### config.mk
export PLATFORM = sky130hd
export DESIGN_NAME = wbu_commit_arb
export DESIGN_NICKNAME = d
export VERILOG_FILES = /design/src/rtl/wbu_commit_arb.sv
export SDC_FILE = /design/constraint.sdc
export NUM_CORES = 1
export LEC_CHECK = 0
export CAP_MARGIN = 5
export CORE_AREA = 2 2 176 135
export CTS_CLUSTER_DIAMETER = 100
export DETAILED_ROUTE_END_ITERATION = 10
export DIE_AREA = 0 0 178 137
export DONT_BUFFER_PORTS = 1
export HOLD_SLACK_MARGIN = 0.03
export PLACE_DENSITY = 0.66
export SYNTH_ARGS = -nofsm -noshare
export SYNTH_HDL_FRONTEND = slang
export SYNTH_SLANG_ARGS = --single-unit
### constraint.sdc
create_clock -name clk -period 4.06 [get_ports clk]
set_clock_uncertainty 0.1 [all_clocks]
set_input_delay 0.203 -clock clk [delete_from_list [all_inputs] [get_ports clk]]
set_output_delay 0.203 -clock clk [all_outputs]
set_load 0.01 [all_outputs]
### src/rtl/wbu_commit_arb.sv
// wbu_commit_arb: write-back and commit arbiter for long instructions.
//
// Collects completed results from the ALU(0), MUL(1), DIV(2) and CSR(3) units
// into one-entry holding registers. It serialises them onto the single
// register-file write port and emits one commit pulse per retired instruction.
//
// Configuration macro: WBU_ROUND_ROBIN_EN
//   defined   -> round-robin arbitration over held entries
//   undefined -> fixed priority ALU > MUL > DIV > CSR
//
// Ports:
//   clk, rst_n          clock, asynchronous active-low reset
//   src_valid_i/ready_o per-source valid/ready handshake
//   src_rd_we_i         per-source register write request
//   src_rd_addr_i       packed destination addresses, source 0 in low bits
//   src_rd_data_i       packed result data
//   src_commit_id_i     packed commit tags
//   reg_we_o/waddr_o/wdata_o  registered register-file write port
//   commit_valid_o/id_o       registered retire pulse and tag

`ifndef REG_ADDR_WIDTH
`define REG_ADDR_WIDTH 5
`endif
`ifndef REG_DATA_WIDTH
`define REG_DATA_WIDTH 32
`endif
`ifndef COMMIT_ID_WIDTH
`define COMMIT_ID_WIDTH 3
`endif

module wbu_commit_arb #(
  parameter int unsigned NUM_SRC         = 4,
  parameter int unsigned REG_ADDR_WIDTH  = `REG_ADDR_WIDTH,
  parameter int unsigned REG_DATA_WIDTH  = `REG_DATA_WIDTH,
  parameter int unsigned COMMIT_ID_WIDTH = `COMMIT_ID_WIDTH
) (
  input  logic                                 clk,
  input  logic                                 rst_n,
  input  logic [NUM_SRC-1:0]                   src_valid_i,
  output logic [NUM_SRC-1:0]                   src_ready_o,
  input  logic [NUM_SRC-1:0]                   src_rd_we_i,
  input  logic [NUM_SRC*REG_ADDR_WIDTH-1:0]    src_rd_addr_i,
  input  logic [NUM_SRC*REG_DATA_WIDTH-1:0]    src_rd_data_i,
  input  logic [NUM_SRC*COMMIT_ID_WIDTH-1:0]   src_commit_id_i,
  output logic                                 reg_we_o,
  output logic [REG_ADDR_WIDTH-1:0]            reg_waddr_o,
  output logic [REG_DATA_WIDTH-1:0]            reg_wdata_o,
  output logic                                 commit_valid_o,
  output logic [COMMIT_ID_WIDTH-1:0]           commit_id_o
);

  // Holding registers, one entry per source.
  logic [NUM_SRC-1:0]                      hold_valid_q, hold_valid_d;
  logic [NUM_SRC-1:0]                      hold_we_q, hold_we_d;
  logic [NUM_SRC-1:0][REG_ADDR_WIDTH-1:0]  hold_addr_q, hold_addr_d;
  logic [NUM_SRC-1:0][REG_DATA_WIDTH-1:0]  hold_data_q, hold_data_d;
  logic [NUM_SRC-1:0][COMMIT_ID_WIDTH-1:0] hold_id_q, hold_id_d;

  // Output registers.
  logic                       reg_we_q, reg_we_d;
  logic [REG_ADDR_WIDTH-1:0]  reg_waddr_q, reg_waddr_d;
  logic [REG_DATA_WIDTH-1:0]  reg_wdata_q, reg_wdata_d;
  logic                       commit_valid_q, commit_valid_d;
  logic [COMMIT_ID_WIDTH-1:0] commit_id_q, commit_id_d;

  logic [NUM_SRC-1:0] grant;

`ifdef WBU_ROUND_ROBIN_EN
  localparam int unsigned PtrW = $clog2(NUM_SRC);

  logic [PtrW-1:0] rr_ptr_q, rr_ptr_d;
  logic [PtrW-1:0] rr_idx;

  // Search starts one past the last granted source; k == NUM_SRC wraps back
  // onto the pointer itself, so the last winner is considered last.
  always_comb begin
    grant    = '0;
    rr_ptr_d = rr_ptr_q;
    rr_idx   = '0;
    for (int unsigned k = 1; k <= NUM_SRC; k++) begin
      rr_idx = rr_ptr_q + PtrW'(k);
      if ((grant == '0) && hold_valid_q[rr_idx]) begin
        grant[rr_idx] = 1'b1;
        rr_ptr_d      = rr_idx;
      end
    end
  end

  always_ff @(posedge clk or negedge rst_n) begin
    if (!rst_n) begin
      rr_ptr_q <= PtrW'(NUM_SRC - 1);
    end else begin
      rr_ptr_q <= rr_ptr_d;
    end
  end
`else
  // Isolate the lowest set bit: source 0 wins over higher indices.
  always_comb begin
    grant = hold_valid_q & ~(hold_valid_q - NUM_SRC'(1));
  end
`endif

  // A granted entry frees its slot this cycle, so its source may refill it.
  assign src_ready_o = ~hold_valid_q | grant;

  // Select the granted entry's payload.
  logic                       sel_we;
  logic [REG_ADDR_WIDTH-1:0]  sel_addr;
  logic [REG_DATA_WIDTH-1:0]  sel_data;
  logic [COMMIT_ID_WIDTH-1:0] sel_id;

  always_comb begin
    sel_we   = 1'b0;
    sel_addr = '0;
    sel_data = '0;
    sel_id   = '0;
    for (int unsigned s = 0; s < NUM_SRC; s++) begin
      if (grant[s]) begin
        sel_we   = hold_we_q[s];
        sel_addr = hold_addr_q[s];
        sel_data = hold_data_q[s];
        sel_id   = hold_id_q[s];
      end
    end
  end

  // Holding register next state: a transfer reloads (even when granted),
  // otherwise a grant clears the entry.
  always_comb begin
    hold_valid_d = hold_valid_q;
    hold_we_d    = hold_we_q;
    hold_addr_d  = hold_addr_q;
    hold_data_d  = hold_data_q;
    hold_id_d    = hold_id_q;
    for (int unsigned s = 0; s < NUM_SRC; s++) begin
      if (src_valid_i[s] && src_ready_o[s]) begin
        hold_valid_d[s] = 1'b1;
        hold_we_d[s]    = src_rd_we_i[s];
        hold_addr_d[s]  = src_rd_addr_i[s*REG_ADDR_WIDTH +: REG_ADDR_WIDTH];
        hold_data_d[s]  = src_rd_data_i[s*REG_DATA_WIDTH +: REG_DATA_WIDTH];
        hold_id_d[s]    = src_commit_id_i[s*COMMIT_ID_WIDTH +: COMMIT_ID_WIDTH];
      end else if (grant[s]) begin
        hold_valid_d[s] = 1'b0;
      end
    end
  end

  // Output next state; address/data/id hold their last values when idle.
  always_comb begin
    commit_valid_d = |grant;
    // Writes to x0 are dropped but the instruction still commits.
    reg_we_d       = (|grant) & sel_we & (sel_addr != '0);
    reg_waddr_d    = reg_waddr_q;
    reg_wdata_d    = reg_wdata_q;
    commit_id_d    = commit_id_q;
    if (|grant) begin
      reg_waddr_d = sel_addr;
      reg_wdata_d = sel_data;
      commit_id_d = sel_id;
    end
  end

  always_ff @(posedge clk or negedge rst_n) begin
    if (!rst_n) begin
      hold_valid_q   <= '0;
      hold_we_q      <= '0;
      hold_addr_q    <= '0;
      hold_data_q    <= '0;
      hold_id_q      <= '0;
      reg_we_q       <= 1'b0;
      reg_waddr_q    <= '0;
      reg_wdata_q    <= '0;
      commit_valid_q <= 1'b0;
      commit_id_q    <= '0;
    end else begin
      hold_valid_q   <= hold_valid_d;
      hold_we_q      <= hold_we_d;
      hold_addr_q    <= hold_addr_d;
      hold_data_q    <= hold_data_d;
      hold_id_q      <= hold_id_d;
      reg_we_q       <= reg_we_d;
      reg_waddr_q    <= reg_waddr_d;
      reg_wdata_q    <= reg_wdata_d;
      commit_valid_q <= commit_valid_d;
      commit_id_q    <= commit_id_d;
    end
  end

  assign reg_we_o       = reg_we_q;
  assign reg_waddr_o    = reg_waddr_q;
  assign reg_wdata_o    = reg_wdata_q;
  assign commit_valid_o = commit_valid_q;
  assign commit_id_o    = commit_id_q;

endmodule
==> flow_summary.json, run 1 <==
{
  "crit_family": "buffers and inverters",
  "antenna_left": 0,
  "reg2reg_depth": 5,
  "nFillCells": 1873,
  "cp.arrival_ns": 2.90,
  "hp-class": "in -> async",
  "post-route-period-util_pct": 65.6,
  "antenna_found_initial": 2,
  "fin_cells": 1112,
  "cts_max_level": 1,
  "cts_resized": 0,
  "syn_area_um2": 8970,
  "violations": "negative hold slack",
  "grt_first_pass_wirelength_mm": 37.8,
  "die_x_um": 178,
  "synth_area_per_cell_um2": 13.9,
  "ir_worst_vdd_v": 0.000362,
  "syn_inst": 646,
  "cts_post_setup_buffers_inserted": 0,
  "synth-async-reset-ratio_pct": 100,
  "cts_tree": "done",
  "power_density_nw_per_um2": 492,
  "grt_pass1_vias": 6676,
  "grt_max_degree": 211,
  "cts_sinks": 210,
  "postCtsHoldBufs": 169,
  "dp_cells": 904,
  "timing.fmax_ghz": 0.375,
  "drt_iter0_drc": 294,
  "cts.clk_slew.worst_paths_ns": 0.06,
  "crit_type": "reg -> reg",
  "synthesis.nets": 816,
  "drv_cap": 0,
  "ys_ff_latch": 210,
  "die-area_um2": 24400,
  "wire_per_inst_um": 22.2,
  "setup_violations": 0,
  "crit_buf_inv": 2,
  "syn_to_final_growth_pct": 29.0,
  "yosysSeqAreaShare_pct": 58.6,
  "max-clock-path-buffers": 3,
  "cts_buffers": 22,
  "synth_edf_count": 0,
  "period_minus_slack_ns": 2.66,
  "synth_top_cells_by_area": "dfrtp_1, mux2_2, mux2_4",
  "core_um2": 22600,
  "r2r_slack_ns": 1.40,
  "vias": 5898,
  "maxSlewViolCount": 0,
  "grtUsageTotal_pct": 20.0,
  "via_per_inst": 5.30,
  "tightest_slew_ns": 1.24,
  "status": "complete, but fails checks",
  "clkLatencyLatePin_ns": 0.50,
  "start_util_pct": 39.6,
  "cp-end-kind": "flip-flop",
  "place_area_um2": 9160,
  "rows": 48,
  "worstReg2RegStart": "hold_valid_q[1]",
  "ys_warn_count": 0,
  "drtPass1Iterations": 4,
  "hold_slack_ns": -0.707,
  "fin_tns_setup_ns": 0,
  "wirelength_mm": 24.6,
  "cts_root_buffer": "clkbuf_16",
  "port-buffer-count": 0,
  "synth_top_area_cell": "dfrtp_1",
  "place_hpwl_mm": 14.8,
  "ys_types": 35,
  "post-synth-top-area-fraction_pct": 58.6,
  "synthFlopType": "dfrtp_1",
  "synth-adder-area-share_pct": 0,
  "p_leak_nw": 5.18,
  "synth-xor-area-share_pct": 0,
  "power_mw": 5.68,
  "regArea_um2": 5260,
  "cp_cell_sequence": "clkinv_1, buf_4, o22ai_1, o21a_1, a21oi_1",
  "crit_slowest_cell": "dfrtp_1",
  "layout_commonest_cell": "dfrtp_1",
  "drive_above_1_share_pct": 25.3,
  "cp_max_fo": 19,
  "timing.rr.end": "reg_wdata_o[10]",
  "gp_congestion": 0.778,
  "ios": 216,
  "drc": 0,
  "finalHoldViolCount": 210,
  "fin_nets": 967,
  "required_ns": 4.30,
  "stdcell_area_um2": 11600,
  "multi_input_area_um2": 3480,
  "slowest_delay_ns": 0.73,
  "die_y_um": 137,
  "synth_top_family_by_area": "multiplexers",
  "rsz0062_at_grt": "false",
  "cp-start-kind": "flip-flop",
  "synthSimpleGateAreaFrac_pct": 3.61,
  "relSlewSlack_pct": 17.6,
  "final_cell_mix": "dfrtp_1, dlygate4sd3_1, mux2_2",
  "synthMuxAreaShare_pct": 26.2,
  "synth_compound_area_share_pct": 8.85,
  "grt_overflow_total": 0
}
[worst max path at each step]
stage | from | endpoint | slack [ns] | cells after the start
after global routing | hold_valid_q[1] | reg_wdata_o[0] | 1.15 | 5
after global placement | hold_valid_q[1] | reg_wdata_o[0] | 1.41 | 5
after CTS | hold_valid_q[1] | reg_wdata_o[4] | 1.35 | 5
after detailed placement | hold_valid_q[1] | reg_wdata_o[4] | 1.36 | 5
final | hold_valid_q[1] | reg_wdata_o[10] | 1.40 | 5
after floorplan | hold_valid_q[2] | hold_addr_q[16] | 2.34 | 6
[logic make-up after synthesis]
logic type,Yosys count
flip-flops,210
multiplexers,199
AO/OA/AOI/OAI,124
AND/OR/NAND/NOR,63
buffers and inverters,49
other,1
[power breakdown]
group	switching (mW)	total, mW	leakage [nW]	internal (mW)
Sequential	0.294	2.79	2.50	2.50
Clock	0.815	1.97	0.337	1.16
Combinational	0.328	0.925	2.34	0.597
Total	1.44	5.68	5.18	4.25
[layout make-up]
cell class	instances	share of cell area, %
timing repair buffer	174	15.1
tap	300	3.25
antenna	2	0.0433
multi-input combinational	387	30.1
clock inverter	3	0.379
inverter	2	0.0649
sequential	210	45.5
clock buffer	34	5.59
[registers in the layout, indices dropped and copies added, names as in the netlist]
signal	count
hold_data_q	128
reg_wdata_o	32
hold_addr_q	20
hold_id_q	12
reg_waddr_o	5
hold_valid_q	4
hold_we_q	4
commit_id_o	3
commit_valid_o	1
reg_we_o	1
[through the flow]
stage                     util (%)  worst slack (ns)
after global placement        40.5              1.41
final                         51.1              1.40
after floorplan                  -              2.34
after detailed placement      40.5              1.36
after global routing          51.1              1.15
after CTS                     51.1              1.35
[cells in the mapped netlist (2+ instances only)]
cell / instances
mux2i_1: 35
buf_6: 4
dfrtp_1: 210
a21oi_1: 39
mux2_4: 40
nand2b_1: 6
mux2_2: 120
a22oi_1: 4
a221o_1: 4
mux2_1: 4
o22ai_1: 35
clkbuf_1: 18
buf_1: 3
nor2b_1: 4
buf_2: 21
nand3b_1: 3
o21a_1: 36
a211oi_1: 2
nand2_1: 41
nand2_4: 2
[worst reg2reg max path, cell delays in order (launching register included)]
cell and delay (ns):
dfrtp_1 0.73, clkinv_1 0.73, buf_4 0.46, o22ai_1 0.24, o21a_1 0.18, a21oi_1 0.06
[routing by layer]
layer  wire length, µm  GRT usage [%]
met2             11800           34.2
met1             10500           25.8
met3              1790           4.86
met5                 0              0
met4               495           4.60
Note: power is estimated with default switching activity, not from simulation.
==> run 2, diff against run 1 <==
- clock period: 4.06 -> 2.6 ns (I/O delays scaled with it)
==> flow_summary.json, run 2 <==
{
  "status": "aborted with a tool error",
  "lastStage": "4_1_cts",
  "stop_error": "[ERROR RSZ-0060] Max buffer count reached.",
  "ys_types": 35,
  "dp_slack_ns": 0.447,
  "ys_ff_latch": 210,
  "place_hpwl_mm": 15.3,
  "cts_root_buffer": "clkbuf_16",
  "port-buffer-count": 0,
  "cts_sinks": 210,
  "synth_area_per_cell_um2": 13.9,
  "yosysMostFrequentCell": "dfrtp_1",
  "place_area_um2": 9280,
  "syn_area_um2": 8970,
  "start_util_pct": 39.6,
  "syn_inst": 646,
  "post-synth-top-area-fraction_pct": 58.6,
  "die_y_um": 137,
  "cts_buffers": 22,
  "dp_cells": 913,
  "max-clock-path-buffers": 3,
  "synth-async-reset-ratio_pct": 100,
  "gp_congestion": 0.786,
  "ios": 216,
  "synthesis.nets": 816,
  "cts_max_level": 1,
  "yosysSeqAreaShare_pct": 58.6,
  "rows": 48,
  "ys_warn_count": 0,
  "synthFlopType": "dfrtp_1",
  "cts_resized": 0,
  "synthTopCellsByCount": "dfrtp_1, mux2_2, nand2_1, mux2_4, a21oi_1",
  "synth_edf_count": 0,
  "synth_top_cells_by_area": "dfrtp_1, mux2_2, mux2_4",
  "postCtsHoldBufs": 192,
  "cts_post_setup_buffers_inserted": 0,
  "die_x_um": 178,
  "synth_top_area_cell": "dfrtp_1"
}
-- run 2: cell counts after synthesis --
No cell type changed its count.
-- run 2: per-stage QoR --
step / hold slack [ns] / util (%)
3_5_place_dp: -0.259 / 41.0
3_3_place_gp: -0.261 / 41.0
2_1_floorplan: -0.266 / -
-- run 2: cell families after synthesis --
family / count (synthesis) / share of synthesized area (%)
muxes: 199 / 26.2
AOI/OAI and AO/OA: 124 / 8.85
and+or+nand+nor: 63 / 3.61
DFF: 210 / 58.6
buffers and inverters: 49 / 2.72
other: 1 / 0.0418
==> run 3, diff against run 2 <==
- CORE_AREA: 2 2 176 135 -> 2 2 193 195
- CTS_CLUSTER_DIAMETER: 100 -> unset
- DIE_AREA: 0 0 178 137 -> 0 0 195 197
- HOLD_SLACK_MARGIN: 0.03 -> unset
- PLACE_DENSITY: 0.66 -> unset
- PLACE_DENSITY_LB_ADDON: unset -> 0.15
==> flow_summary.json, run 3 (synthesis gave the netlist of run 1 again) <==
{
  "status": "complete, but fails checks",
  "violations": "negative hold slack",
  "drtPass1Iterations": 5,
  "crit_path_end": "hold_data_q[113]",
  "cts_post_setup_buffers_inserted": 0,
  "antenna_found_initial": 1,
  "cts_root_buffer": "clkbuf_16",
  "cp_max_fo": 23,
  "stdcell_area_um2": 12500,
  "cts_sinks": 210,
  "reg2reg_depth": 6,
  "finalHoldViolCount": 210,
  "syn_to_final_growth_pct": 39.5,
  "grt_first_pass_wirelength_mm": 40.9,
  "p_int_mw": 7.30,
  "relSlewSlack_pct": 59.0,
  "clkLatencyLatePin_ns": 0.54,
  "pwr-share-comb_pct": 16.1,
  "setup_violations": 0,
  "hp-class": "in -> async",
  "place_hpwl_mm": 18.0,
  "top_register": "hold_data_q",
  "wirelength_mm": 26.5,
  "p_sw_mw": 2.40,
  "crit_type": "reg -> reg",
  "die-area_um2": 38400,
  "start_util_pct": 24.7,
  "cp-start-kind": "flip-flop",
  "required_ns": 2.92,
  "layout_commonest_cell": "dlygate4sd3_1",
  "startpoint": "hold_valid_q[1]",
  "power_frac_seq_pct": 44.8,
  "via_per_inst": 4.45,
  "final_cell_mix": "dlygate4sd3_1, dfrtp_1, mux2_2",
  "tightest_slew_ns": 0.614,
  "period_minus_slack_ns": 2.02,
  "rows": 70,
  "antenna_left": 0,
  "hold_slack_ns": -0.803,
  "drt_iter0_drc": 205,
  "grt_overflow_total": 0,
  "r2r_slack_ns": 0.58,
  "worstReg2RegStart": "hold_valid_q[1]",
  "port-buffer-count": 0,
  "cts_resized": 0,
  "vias": 5975,
  "max-clock-path-buffers": 3,
  "cts_tree": "done",
  "drive_above_1_share_pct": 26.5,
  "power_density_nw_per_um2": 776,
  "largest_reg_flops": 128,
  "postCtsHoldBufs": 210,
  "cts_buffers": 26,
  "cts_max_level": 1,
  "cp-end-kind": "flip-flop",
  "place_area_um2": 9480,
  "grt_pass1_vias": 6763,
  "maxSlewViolCount": 0,
  "nFillCells": 3583,
  "post-route-period-util_pct": 77.5,
  "timing.fmax_ghz": 0.496,
  "fin_nets": 1027,
  "gp_congestion": 0.774,
  "die_x_um": 195,
  "wire_per_inst_um": 19.7,
  "cp.arrival_ns": 2.33,
  "timing.rr.end": "hold_data_q[113]",
  "p_leak_nw": 5.53,
  "clock_power_share_pct": 39.1,
  "cts.clk_slew.worst_paths_ns": 0.06,
  "ir_worst_vdd_v": 0.000605,
  "drc": 0,
  "drv_cap": 0,
  "die_y_um": 197,
  "grtUsageTotal_pct": 13.8,
  "fin_tns_setup_ns": 0,
  "rsz0062_at_grt": "false",
  "core_um2": 36300,
  "grt_max_degree": 211,
  "power_switching_share_pct": 24.7,
  "ios": 216
}
==> run 3: power groups by stage <==
| stage | Sequential [mW] | Combinational (mW) | Clock, mW |
|---|---|---|---|
| 3_5_place_dp | 4.40 | 1.24 | 0 |
| 2_1_floorplan | 4.24 | 1.05 | 0 |
| 3_3_place_gp | 4.39 | 1.20 | 0 |
| 4_1_cts | 4.35 | 1.58 | 3.94 |
| 5_1_grt | 4.42 | 1.71 | 4.07 |
| 6_report | 4.34 | 1.56 | 3.79 |
==> run 3: how the worst min path moves through the flow <==
stage / to / cells past startpoint
after floorplan: commit_id_o[0] / 0
after CTS: hold_data_q[95] / 0
after global routing: hold_data_q[35] / 0
after detailed placement: hold_data_q[105] / 0
final: hold_data_q[106] / 0
after global placement: reg_wdata_o[6] / 0
==> run 3: worst max-delay path, cell delays in order, from the launching register on <==
cell and delay, ns:
dfrtp_1 0.40, buf_4 0.20, or3_4 0.36, nand2_4 0.12
nand2_4 0.06, buf_4 0.27, mux2_4 0.35
==> run 3: area by class of cell <==
cell class	count	area, µm²	area share (%)
multi-input combinational	387	3480	27.8
timing repair buffer	230	2270	18.1
clock inverter	7	110	0.880
clock buffer	39	791	6.32
inverter	2	7.51	0.0600
sequential	210	5260	42.1
antenna	1	2.50	0.0200
tap	468	586	4.68
==> run 3: through the flow <==
stage	utilization, %	worst slack [ns]	cells	hold WS, ns	total power [mW]
2_1_floorplan	-	0.877	646	-0.266	5.28
6_report	34.5	0.585	1344	-0.803	9.70
3_5_place_dp	26.2	0.605	1087	-0.258	5.64
3_3_place_gp	26.2	0.651	1087	-0.255	5.59
4_1_cts	34.5	0.582	1343	-0.854	9.86
5_1_grt	34.5	0.516	1344	-0.841	10.2
==> run 3: routing by layer <==
metal | vias to the layer above | wire length (µm) | track usage [%]
li1 | 2757 | - | -
met1 | 3040 | 11900 | 18.2
met2 | 143 | 12500 | 22.9
met3 | 35 | 1500 | 3.44
met4 | 0 | 564 | 3.51
met5 | - | 0 | 0
